<file path="src/rtl/fsk_pkg.sv">
// fsk_pkg: shared FSM state encoding and preamble constants
// for the FSK packet modulator.
package fsk_pkg;

  typedef enum logic [1:0] {
    IDLE = 2'd0,
    SYNC = 2'd1,
    PRE  = 2'd2,
    SEND = 2'd3
  } state_t;

  localparam int PRE_LEN = 8;
  localparam logic [PRE_LEN-1:0] PREAMBLE_PATTERN = 8'b10101010;

endpackage

</file>
<file path="src/rtl/fsk_phase_acc.sv">
// fsk_phase_acc: phase accumulator stepping by mark/space increment.
// Ports: clk, rst (sync high), clr, en, mark (bit select), msb (phase MSB).
module fsk_phase_acc #(
  parameter int PHASE_W   = 8,
  parameter int INC_SPACE = 4,
  parameter int INC_MARK  = 8
) (
  input  logic clk,
  input  logic rst,
  input  logic clr,
  input  logic en,
  input  logic mark,
  output logic msb
);

  localparam logic [PHASE_W-1:0] INC_S = PHASE_W'(INC_SPACE);
  localparam logic [PHASE_W-1:0] INC_M = PHASE_W'(INC_MARK);

  logic [PHASE_W-1:0] phase;

  // wrap modulo 2^PHASE_W is the natural overflow of the adder
  always_ff @(posedge clk) begin
    if (rst || clr) begin
      phase <= '0;
    end else if (en) begin
      phase <= phase + (mark ? INC_M : INC_S);
    end
  end

  assign msb = phase[PHASE_W-1];

endmodule

</file>
<file path="src/rtl/fsk_packet_modulator.sv">
// fsk_packet_modulator: serialises a PKT_W-bit word MSB-first, one bit per
// SAMP period, as a binary-FSK square wave. Macro FSK_PREAMBLE_EN adds an
// 8-symbol 10101010 preamble. Ports: CLOCK, RESET (sync, high), SAMP, SHIFT,
// DATA_IN/DATA_VALID/DATA_READY, TX_BIT, TX_ACTIVE, FSK_OUT, DONE.
module fsk_packet_modulator
  import fsk_pkg::*;
#(
  parameter int PKT_W     = 32,
  parameter int PHASE_W   = 8,
  parameter int INC_SPACE = 4,
  parameter int INC_MARK  = 8
) (
  input  logic             CLOCK,
  input  logic             RESET,
  input  logic             SAMP,
  input  logic             SHIFT,
  input  logic [PKT_W-1:0] DATA_IN,
  input  logic             DATA_VALID,
  output logic             DATA_READY,
  output logic             TX_BIT,
  output logic             TX_ACTIVE,
  output logic             FSK_OUT,
  output logic             DONE
);

  localparam int CNT_W = $clog2(PKT_W + 1);
  localparam logic [CNT_W-1:0] LAST = CNT_W'(PKT_W);

  state_t           state, state_d;
  logic [PKT_W-1:0] shreg, shreg_d;
  logic [CNT_W-1:0] bitcnt, bitcnt_d;
  logic             tx_bit, tx_bit_d;
  logic             active, active_d;
  logic             done, done_d;
  logic             ready, ready_d;
  logic             capture;
  logic             phase_msb;
`ifdef FSK_PREAMBLE_EN
  localparam int PC_W = $clog2(PRE_LEN);
  logic [PC_W-1:0]    pre_cnt, pre_cnt_d;
  logic [PRE_LEN-1:0] pre_sh, pre_sh_d;
`endif

  always_comb begin
    state_d  = state;
    shreg_d  = shreg;
    bitcnt_d = bitcnt;
    tx_bit_d = tx_bit;
    active_d = active;
    done_d   = 1'b0;
    capture  = 1'b0;
`ifdef FSK_PREAMBLE_EN
    pre_cnt_d = pre_cnt;
    pre_sh_d  = pre_sh;
`endif
    unique case (state)
      IDLE: begin
        if (DATA_VALID && ready) begin
          capture = 1'b1;
          shreg_d = DATA_IN;
          state_d = SYNC;
        end
      end
      SYNC: begin
        if (SAMP) begin
          active_d = 1'b1;
`ifdef FSK_PREAMBLE_EN
          tx_bit_d  = PREAMBLE_PATTERN[PRE_LEN-1];
          pre_sh_d  = PREAMBLE_PATTERN << 1;
          pre_cnt_d = '0;
          state_d   = PRE;
`else
          tx_bit_d = shreg[PKT_W-1];
          shreg_d  = shreg << 1;
          bitcnt_d = CNT_W'(1);
          state_d  = SEND;
`endif
        end
      end
`ifdef FSK_PREAMBLE_EN
      PRE: begin
        if (SAMP) begin
          if (pre_cnt == PC_W'(PRE_LEN - 1)) begin
            tx_bit_d = shreg[PKT_W-1];
            shreg_d  = shreg << 1;
            bitcnt_d = CNT_W'(1);
            state_d  = SEND;
          end else begin
            tx_bit_d  = pre_sh[PRE_LEN-1];
            pre_sh_d  = pre_sh << 1;
            pre_cnt_d = pre_cnt + PC_W'(1);
          end
        end
      end
`endif
      SEND: begin
        if (SAMP) begin
          if (bitcnt == LAST) begin
            active_d = 1'b0;
            tx_bit_d = 1'b0;
            done_d   = 1'b1;
            state_d  = IDLE;
          end else begin
            tx_bit_d = shreg[PKT_W-1];
            shreg_d  = shreg << 1;
            bitcnt_d = bitcnt + CNT_W'(1);
          end
        end
      end
      default: state_d = IDLE;
    endcase
    ready_d = (state_d == IDLE);
  end

  always_ff @(posedge CLOCK) begin
    if (RESET) begin
      state  <= IDLE;
      shreg  <= '0;
      bitcnt <= '0;
      tx_bit <= 1'b0;
      active <= 1'b0;
      done   <= 1'b0;
      ready  <= 1'b0;
`ifdef FSK_PREAMBLE_EN
      pre_cnt <= '0;
      pre_sh  <= '0;
`endif
    end else begin
      state  <= state_d;
      shreg  <= shreg_d;
      bitcnt <= bitcnt_d;
      tx_bit <= tx_bit_d;
      active <= active_d;
      done   <= done_d;
      ready  <= ready_d;
`ifdef FSK_PREAMBLE_EN
      pre_cnt <= pre_cnt_d;
      pre_sh  <= pre_sh_d;
`endif
    end
  end

  // SAMP wins over SHIFT: no phase step on a symbol boundary
  fsk_phase_acc #(
    .PHASE_W  (PHASE_W),
    .INC_SPACE(INC_SPACE),
    .INC_MARK (INC_MARK)
  ) u_phase (
    .clk (CLOCK),
    .rst (RESET),
    .clr (capture),
    .en  (active && SHIFT && !SAMP),
    .mark(tx_bit),
    .msb (phase_msb)
  );

  assign DATA_READY = ready;
  assign TX_BIT     = tx_bit;
  assign TX_ACTIVE  = active;
  assign FSK_OUT    = active && phase_msb;
  assign DONE       = done;

endmodule
</file>
<file path="config.mk">
export PLATFORM = sky130hd
export DESIGN_NAME = fsk_packet_modulator
export DESIGN_NICKNAME = d
export VERILOG_FILES = /design/src/rtl/fsk_pkg.sv /design/src/rtl/fsk_phase_acc.sv /design/src/rtl/fsk_packet_modulator.sv
export SDC_FILE = /design/constraint.sdc
export NUM_CORES = 1
export LEC_CHECK = 0
export BUFFER_PORTS_ARGS = -buffer_cell sky130_fd_sc_hd__buf_2
export CAP_MARGIN = 20
export CORE_MARGIN = 10
export CORE_UTILIZATION = 50
export CTS_CLUSTER_DIAMETER = 150
export CTS_CLUSTER_SIZE = 8
export DETAILED_ROUTE_END_ITERATION = 7
export PLACE_DENSITY = 0.82
export SLEW_MARGIN = 20
export SYNTH_ARGS = -nofsm -noshare
export SYNTH_HDL_FRONTEND = slang
export SYNTH_SLANG_ARGS = --single-unit
</file>
<file path="constraint.sdc">
create_clock -name CLOCK -period 2.3 [get_ports CLOCK]
set_input_delay 0.115 -clock CLOCK [delete_from_list [all_inputs] [get_ports CLOCK]]
set_output_delay 0.115 -clock CLOCK [all_outputs]
set_load 0.03 [all_outputs]
</file>
==> flow_summary.yaml, run 1 <==
power:
  p_sw_share_pct: 24.15
  p_comb_share_pct: 14.8
  p_sw_mw: 0.4379
  p_per_area_nw_per_um2: 626.2
  cell_internal_pwr_mw: 1.375
  p_clk_share_pct: 33.5
  seq_power_share_pct: 51.7
  ir_drop_uv: 438.0
  leakagePower_nw: 1.325
cts:
  tritoncts: "built"
  cts_resized: 0
  ctsHoldBuffers: 0
  post-cts-setup-buffers: 0
  clkLatencyLatePin_ns: 0.30
  root_buffer: "clkbuf_8"
  cts_buffers: 5
  cts_sinks: 50
  clk_pin_slew_ns: 0.09
  htreeDepth: 2
  clockBufferDepth: 2
placed_design:
  portBuffers: 41
  gp_congestion: 0.7526
  place_ws_ns: 0.2942
  hpwlAfterDp_microns: 3507
synthesis:
  synth_area_sq_um: 2600
  synth-simple-area-share_pct: 18.58
  synth_fp_nets: 314
  yosys_most_used_dff: "dfxtp_1"
  synthArstFlopShare_pct: 0
  yosysUniqueCellTypes: 40
  synth_edf_count: 0
  avgSynthCellArea_sq_um: 9.559
  synth-compound-area-share_pct: 7.555
  synth_xor_area_share_pct: 0.3369
  synth_top_family_by_area: "multiplexers"
  synth_seq_area_share_pct: 38.50
  synth-warning-count: 0
  muxShareOfSynthArea_pct: 26.13
  yosys.area.top_type_share_pct: 38.50
  synthCells: 272
  ys_ff_latch: 50
  synth.area.top_cells: "dfxtp_1 (38%), mux2_2 (13%), mux2i_1 (13%), nand2_1 (11%), buf_12 (2.3%)"
  synthAdderAreaFrac_pct: 2.695
  yosysTopAreaCell: "dfxtp_1"
sta:
  tns_ns: 0
  hold_violations: 0
  rsz0062_at_grt: "false"
  fin_worst_skew_ns: 0.007378
  final-max-slew-violation-count: 0
  finalSetupViolCount: 0
  max_slew_margin_pct: 35.24
  worstMarginPinSlew_ns: 0.9715
  setup_slack_ns: 0.2897
  period_minus_slack_ns: 2.010
  fmax_ghz: 0.4974
  fin_crit_sh_pct: 87.40
hold_path:
  hold_path_end: "TX_ACTIVE$_SDFFE_PP0P_"
  min-delay-start: "RESET"
  hp-class: "in2reg"
  min_path_cells: 2
global_routing:
  grt-ovfl-total: 0
  grt_max_degree: 40
  grt_pass1_vias: 1987
  grt_use_total_pct: 11.80
  grt_pass1_wl_microns: 8535
  antenna_found_initial: 0
critical_path:
  cp_max_fo: 32
  cp-start-kind: "register"
  path_cells: "inv_1 > ha_1 > and2_1 > a22o_2 > mux2i_1"
  critical_path_required_ns: 2.53
  worstPathArrival_ns: 2.24
  end_kind: "register"
  r2r_slack_ns: 0.29
  worst_path_largest_cell_delay_ns: 0.82
  r2r_start: "bitcnt[0]$_SDFFE_PP0P_"
  worst_r2r_path_depth: 5
  crit_slowest_cell: "a22o_2"
  reg2reg_to: "shreg[6]$_SDFFE_PP0P_"
  setup.worst_path.class: "reg2reg"
detailed_routing:
  first_pass_iters: 4
  initialDrtViolationCount: 73
  wl_microns: 4888
  antenna_left: 0
  vias: 1953
  vias_per_cell: 5.180
  routedWlPerCell_microns: 12.97
  drc_errors: 0
finish:
  final_common_cell: "nand2_1"
  n_antenna_cell: 0
  nets: 348
  multi_input_comb_area_sq_um: 1438
  drive_gt1_share_pct: 28.34
  regArea_sq_um: 1001
  final_cell_mix: "nand2_1 (73), dfxtp_1 (50), buf_2 (41), mux2i_1 (33), mux2_2 (31)"
  fill_cells: 479
  area_growth_pct: 11.36
outcome:
  status: "finished clean"
floorplanning:
  dieArea_sq_um: 8484
  initial_core_util_pct: 51.23
  rows: 26
  die_x_microns: 92.11
  ioPinCount: 42
  core_area_sq_um: 5075
  die_h_microns: 92.11
flow_run:
  cap_violations: 0
==> routing by layer <==
metal,GRT usage (%),wire (microns),share of wire (%),vias to the layer above
met2,19.59,2254,46,31
met5,0,0,0,-
met3,3.260,190,3.9,7
met1,14.37,2382,49,908
li1,-,-,-,1007
met4,3.856,61,1.2,0
==> power by group through the flow <==
stage          Combinational, mW  Sequential (mW)  Clock, mW
5_1_grt                    0.299            0.943      0.656
2_1_floorplan              0.228            0.956          0
6_report                   0.269            0.937      0.607
4_1_cts                    0.273            0.937      0.621
3_5_place_dp               0.271            0.957          0
3_3_place_gp               0.266            0.955          0
==> worst max path at each step <==
stage	start	endpoint	slack, ns	cells after the start
after floorplan	TX_BIT$_SDFFE_PP0P_	u_phase.phase[6]$_SDFFE_PP0P_	0.50	6
after global placement	bitcnt[0]$_SDFFE_PP0P_	shreg[14]$_SDFFE_PP0P_	0.36	5
after detailed placement	bitcnt[0]$_SDFFE_PP0P_	shreg[23]$_SDFFE_PP0P_	0.29	5
after CTS	bitcnt[0]$_SDFFE_PP0P_	shreg[23]$_SDFFE_PP0P_	0.27	5
after global routing	bitcnt[0]$_SDFFE_PP0P_	shreg[5]$_SDFFE_PP0P_	0.15	5
final	bitcnt[0]$_SDFFE_PP0P_	shreg[6]$_SDFFE_PP0P_	0.29	5
==> cell usage after synthesis (2+ instances only) <==
master,number
a211oi_1,2
a21oi_1,11
and2_1,2
buf_12,3
buf_2,3
buf_6,2
clkbuf_1,7
dfxtp_1,50
ha_1,4
inv_1,7
mux2_2,31
mux2i_1,33
nand2_1,73
nand3_1,3
nand3b_1,2
nor2_1,4
o211a_1,2
o21ai_0,4
o31ai_1,4
or3_1,3
or4_1,3
==> area by class of cell <==
class / instances / share of cell area, %
clock buffers: 7 / 2.636
clock inverters: 1 / 1.037
well taps: 70 / 3.025
flip-flops and latches: 50 / 34.57
repair buffers: 43 / 8.038
multi-input cells: 198 / 49.65
inverters: 8 / 1.037
==> sequential cells by signal, summed over array words and instances, names as in the netlist <==
name / flops
u_phase.phase: 6
state: 2
bitcnt: 6
shreg: 32
DATA_READY: 1
TX_BIT: 1
DONE: 1
TX_ACTIVE: 1
==> critical path, delay by kind of cell, from the launching register on <==
family,cells,cell delay (ns)
simple gates,1,0.21
compound gates,1,0.82
mux,1,0.27
fa+ha+maj,1,0.17
buf+inv,1,0.07
flops,1,0.37
==> through the flow <==
stage	area, sq um	std cells	power (mW)	hold slack, ns	util [%]
final	2895	377	1.813	0.07138	57.05
after global routing	2895	377	1.898	0.07716	57.05
after CTS	2895	377	1.831	0.05963	57.05
after detailed placement	2789	369	1.229	0.3805	54.96
after global placement	2789	369	1.221	0.3831	54.96
after floorplan	2600	272	1.183	0.1841	-
==> kinds of logic (layout without fill, tap and decap cells) <==
group / Yosys count / after routing
simple gates: 99 / 99
mux: 64 / 64
flops: 50 / 50
compound gates: 29 / 29
buf+inv: 24 / 59
fa+ha+maj: 5 / 5
xor+xnor: 1 / 1
Power figures use the tool's default switching activity.
==> run 2, diff against run 1 <==
--- a/config.mk
+++ b/config.mk
@@ -13,6 +13,8 @@
 export CTS_CLUSTER_SIZE = 8
 export DETAILED_ROUTE_END_ITERATION = 7
 export PLACE_DENSITY = 0.82
+export RECOVER_POWER = 50
+export SETUP_SLACK_MARGIN = 0.3
 export SLEW_MARGIN = 20
 export SYNTH_ARGS = -nofsm -noshare
 export SYNTH_HDL_FRONTEND = slang
==> flow_summary.yaml, run 2 (synthesized netlist as in run 1, its figures left out) <==
detailed_routing:
  wl_met2_microns: 2231
  drc_errors: 0
  wl_met3_microns: 192
  m1WireLength_microns: 2389
  vias: 1968
  antenna_left: 0
  vias_per_cell: 5.220
  routedWlPerCell_microns: 12.93
  top_layer_used: "met4"
  first_pass_iters: 4
  initialDrtViolationCount: 77
  wl_microns: 4874
floorplanning:
  die_x_microns: 92.11
  ioPinCount: 42
  die_h_microns: 92.11
  initial_core_util_pct: 51.23
  core_area_sq_um: 5075
  dieArea_sq_um: 8484
  rows: 26
hold_path:
  min-delay-start: "RESET"
  hp-class: "in2reg"
cts:
  clockBufferDepth: 2
  root_buffer: "clkbuf_8"
  clkLatencyLatePin_ns: 0.30
  cts_buffers: 5
  htreeDepth: 2
  tritoncts: "built"
  cts_sinks: 50
  clk_pin_slew_ns: 0.09
  post-cts-setup-buffers: 0
sta:
  period_minus_slack_ns: 1.773
  rsz0062_at_grt: "false"
  max_slew_margin_pct: 62.83
  hold_violations: 0
  worstMarginPinSlew_ns: 0.5567
  tns_ns: 0
  fin_worst_skew_ns: 0.006874
  finalSetupViolCount: 0
  final-max-slew-violation-count: 0
  fmax_ghz: 0.5641
  fin_crit_sh_pct: 77.07
  setup_slack_ns: 0.5274
critical_path:
  end_kind: "register"
  cp_max_fo: 4
  r2r_start: "TX_BIT$_SDFFE_PP0P_"
  reg2reg_to: "u_phase.phase[6]$_SDFFE_PP0P_"
  cpMostUsedCell: "inv_1"
  crit_path_start: "TX_BIT$_SDFFE_PP0P_"
  worst_r2r_path_depth: 6
  critical_path_required_ns: 2.53
  worstPathArrival_ns: 2.01
  path_cells: "inv_1 > ha_1 > inv_1 > fa_1 > or4_1 > a21oi_1"
  crit_end: "u_phase.phase[6]$_SDFFE_PP0P_"
  r2r_slack_ns: 0.53
  crit_slowest_cell: "or4_1"
  worst_path_largest_cell_delay_ns: 0.49
  setup.worst_path.class: "reg2reg"
  cp-start-kind: "register"
global_routing:
  grt_pass1_wl_microns: 8514
  grt_use_total_pct: 11.75
  grt-ovfl-total: 0
  antenna_found_initial: 0
  grt_pass1_vias: 1983
  grt_max_degree: 40
finish:
  largest_reg_flops: 32
  final_cell_mix: "nand2_1 (73), dfxtp_1 (50), buf_2 (36), mux2i_1 (33), mux2_2 (31)"
  n_antenna_cell: 0
  final_common_cell: "nand2_1"
  reg_top3: "shreg: 32 flops, bitcnt: 6 flops, u_phase.phase: 6 flops"
  regMostFlops: "shreg"
  fill_cells: 480
  final_cell_area_sq_um: 2893
  drive_gt1_share_pct: 26.38
  area_growth_pct: 11.26
  nets: 348
placed_design:
  place_ws_ns: 0.2942
  hpwlAfterDp_microns: 3507
  portBuffers: 41
  placed_area_sq_um: 2789
  gp_congestion: 0.7526
power:
  p_per_area_nw_per_um2: 626.5
  power_mw: 1.812
  leakagePower_nw: 1.299
  ir_drop_uv: 437.3
flow_run:
  cap_violations: 0
outcome:
  status: "finished clean"
-- run 2: final cells by class --
type | count | area (sq um) | share of cell area [%]
multi-input cells | 198 | 1441 | 49.83
flip-flops and latches | 50 | 1001 | 34.60
repair buffers | 43 | 226.5 | 7.829
well taps | 70 | 87.58 | 3.028
clock buffers | 7 | 76.32 | 2.638
clock inverters | 1 | 30.03 | 1.038
inverters | 8 | 30.03 | 1.038
-- run 2: worst min-delay path by stage --
| stage | slack [ns] | end | depth (start not counted) |
|---|---|---|---|
| after CTS | 0.06 | TX_ACTIVE$_SDFFE_PP0P_ | 2 |
| after global placement | 0.38 | TX_BIT$_SDFFE_PP0P_ | 2 |
| after floorplan | 0.18 | TX_ACTIVE$_SDFFE_PP0P_ | 1 |
| after detailed placement | 0.38 | TX_ACTIVE$_SDFFE_PP0P_ | 2 |
| after global routing | 0.08 | TX_BIT$_SDFFE_PP0P_ | 2 |
| final | 0.07 | TX_ACTIVE$_SDFFE_PP0P_ | 2 |
-- run 2: repair_timing --
item,CTS,global route
endpoints found under the setup margin,10,0
gates resized for setup,1,0
hold buffers,0,0
endpoints found under the hold margin,0,0
-- run 2: worst max-delay path, delay by kind of cell (launching register included) --
kind            cells  cell delay (ns)
compound gates      1             0.15
fa+ha+maj           2             0.57
buf+inv             2             0.16
flops               1             0.34
simple gates        1             0.49
-- run 2: routing by layer --
metal | up-vias | track usage [%]
li1 | 1014 | -
met1 | 916 | 14.37
met2 | 31 | 19.41
met3 | 7 | 3.260
met4 | 0 | 3.856
met5 | - | 0
-- run 2: metrics by stage --
step           hold WS, ns  utilization, %  cells
2_1_floorplan       0.1841               -    272
3_3_place_gp        0.3831           54.96    369
3_5_place_dp        0.3805           54.96    369
4_1_cts            0.05963           57.20    377
5_1_grt            0.07717           57.00    377
6_report           0.06957           57.00    377
-- run 2: power by group --
part / total [mW] / internal [mW] / switching, mW
Combinational: 0.268 / 0.137 / 0.132
Clock: 0.607 / 0.326 / 0.281
Sequential: 0.937 / 0.912 / 0.0255
Total: 1.81 / 1.37 / 0.438
==> run 3, diff against run 2 <==
==> constraint.sdc (replaced) <==
create_clock -name CLOCK -period 1.7 [get_ports CLOCK]
set_input_delay 0.085 -clock CLOCK [delete_from_list [all_inputs] [get_ports CLOCK]]
set_output_delay 0.085 -clock CLOCK [all_outputs]
set_load 0.03 [all_outputs]
==> flow_summary.yaml, run 3 (synthesized netlist as in run 1, its figures left out) <==
outcome:
  status: "finished clean"
power:
  p_sw_share_pct: 26.20
  leakagePower_nw: 1.470
  seq_power_share_pct: 50.1
  p_per_area_nw_per_um2: 774.0
  p_clk_share_pct: 31.1
  ir_drop_uv: 507.0
  p_sw_mw: 0.6630
  cell_internal_pwr_mw: 1.868
  p_comb_share_pct: 18.7
sta:
  rsz0062_at_grt: "true"
  fin_crit_sh_pct: 97.32
  tns_ns: 0
  fmax_ghz: 0.6044
  final-max-slew-violation-count: 0
  worstMarginPinSlew_ns: 0.5485
  fin_worst_skew_ns: 0.006581
  period_minus_slack_ns: 1.654
  max_slew_margin_pct: 63.34
  finalSetupViolCount: 0
  hold_violations: 0
floorplanning:
  die_h_microns: 92.11
  die_x_microns: 92.11
  rows: 26
  core_area_sq_um: 5075
  initial_core_util_pct: 51.23
  ioPinCount: 42
  dieArea_sq_um: 8484
finish:
  reg_top3: "shreg: 32 flops, bitcnt: 6 flops, u_phase.phase: 6 flops"
  final_cell_mix: "nand2_1 (74), dfxtp_1 (45), buf_2 (37), mux2i_1 (33), mux2_2 (31)"
  largest_reg_flops: 32
  final_common_cell: "nand2_1"
  drive_gt1_share_pct: 38.72
  area_growth_pct: 25.75
  fill_cells: 422
  final_cell_count_no_fill: 398
  n_antenna_cell: 0
  nets: 369
  regMostFlops: "shreg"
critical_path:
  worstPathArrival_ns: 1.89
  worst_path_largest_cell_delay_ns: 0.50
  cp-start-kind: "register"
  r2r_slack_ns: 0.05
  worst_r2r_path_depth: 6
  path_cells: "inv_4 > ha_4 > inv_2 > fa_2 > or4_4 > a21oi_2"
  r2r_start: "TX_BIT$_SDFFE_PP0P_"
  cp_max_fo: 3
  setup.worst_path.class: "reg2reg"
  critical_path_required_ns: 1.94
  reg2reg_to: "u_phase.phase[6]$_SDFFE_PP0P_"
  end_kind: "register"
  crit_slowest_cell: "or4_4"
detailed_routing:
  wl_microns: 5795
  vias_per_cell: 5.271
  antenna_left: 0
  vias: 2098
  first_pass_iters: 4
  initialDrtViolationCount: 76
  drc_errors: 0
  routedWlPerCell_microns: 14.56
hold_path:
  min_path_cells: 2
  hp-class: "in2reg"
  hold_path_end: "DATA_READY$_SDFF_PP0_"
  min-delay-start: "RESET"
cts:
  ctsHoldBuffers: 0
  clk_pin_slew_ns: 0.10
  root_buffer: "clkbuf_8"
  tritoncts: "built"
  clockBufferDepth: 2
  htreeDepth: 2
  cts_sinks: 50
  cts_buffers: 5
  clkLatencyLatePin_ns: 0.30
placed_design:
  portBuffers: 41
  hpwlAfterDp_microns: 3736
  post-place-cells: 376
  gp_congestion: 0.7874
global_routing:
  grt_pass1_vias: 2177
  grt_pass1_wl_microns: 9535
  antenna_found_initial: 0
  grt_max_degree: 68
  grt-ovfl-total: 0
  grt_use_total_pct: 13.17
flow_run:
  cap_violations: 0
==> run 3: cell types whose count changed in the layout (fill, tap and decap cells not counted), sizes merged <==
cell	delta
buf	+18
clkbuf	+2
bufinv	-1
a22o	+1
clkinv	+1
==> run 3: area by class of cell <==
| cell class | count | area (sq um) | share of cell area (%) |
|---|---|---|---|
| timing repair buffer | 63 | 462.9 | 14.16 |
| multi-input combinational | 199 | 1567 | 47.91 |
| inverter | 8 | 32.53 | 0.9950 |
| clock inverter | 1 | 8.758 | 0.2679 |
| clock buffer | 7 | 96.34 | 2.947 |
| sequential | 50 | 1015 | 31.04 |
| tap | 70 | 87.58 | 2.679 |
==> run 3: metrics by stage <==
stage / cell area [sq um] / worst slack [ns] / hold slack, ns / power (mW) / utilization, %
2_1_floorplan: 2655 / 0.1075 / 0.1444 / 1.607 / -
3_3_place_gp: 2922 / 0.1354 / 0.3395 / 1.689 / 57.57
3_5_place_dp: 2922 / 0.08876 / 0.3445 / 1.699 / 57.57
4_1_cts: 3216 / 0.08963 / 0.02963 / 2.540 / 63.36
5_1_grt: 3269 / 0.001639 / 0.06369 / 2.637 / 64.42
6_report: 3269 / 0.04560 / 0.06668 / 2.531 / 64.42
==> run 3: power groups by stage <==
stage | logic, mW | registers [mW] | clock network [mW]
2_1_floorplan | 0.314 | 1.29 | 0
3_3_place_gp | 0.395 | 1.29 | 0
3_5_place_dp | 0.402 | 1.30 | 0
4_1_cts | 0.465 | 1.27 | 0.806
5_1_grt | 0.516 | 1.28 | 0.845
6_report | 0.474 | 1.27 | 0.788
==> run 3: per-layer routing <==
metal | GRT usage, % | routed length [microns] | vias to the layer above
met5 | 0 | 0 | -
met4 | 3.599 | 38 | 0
met3 | 4.238 | 283 | 6
met2 | 22.65 | 2912 | 49
met1 | 15.33 | 2560 | 987
li1 | - | - | 1056
==> run 3: how the worst max path moves through the flow <==
| stage | from | to | slack (ns) | cells after the start |
|---|---|---|---|---|
| floorplan | TX_BIT$_SDFFE_PP0P_ | u_phase.phase[6]$_SDFFE_PP0P_ | 0.11 | 6 |
| global placement | TX_BIT$_SDFFE_PP0P_ | u_phase.phase[6]$_SDFFE_PP0P_ | 0.14 | 6 |
| detailed placement | TX_BIT$_SDFFE_PP0P_ | u_phase.phase[6]$_SDFFE_PP0P_ | 0.09 | 6 |
| CTS | TX_BIT$_SDFFE_PP0P_ | u_phase.phase[6]$_SDFFE_PP0P_ | 0.09 | 6 |
| global route | TX_BIT$_SDFFE_PP0P_ | u_phase.phase[6]$_SDFFE_PP0P_ | 0.002 | 7 |
| finish | TX_BIT$_SDFFE_PP0P_ | u_phase.phase[6]$_SDFFE_PP0P_ | 0.05 | 6 |
==> run 3: timing repair <==
item,4_1_cts,5_1_grt
endpoints found under the hold margin,0,0
gates cloned,3,0
buffers inserted,9,2
gates resized for setup,16,13
pin swaps,6,10
endpoints found under the setup margin,34,45
==> run 3: critical path: cells and delay by family, from the launching register on <==
family,cells,cell delay (ns)
buffers and inverters,2,0.11
AOI/OAI and AO/OA,1,0.13
DFF,1,0.35
and+or+nand+nor,1,0.50
adders and majority gates,2,0.49
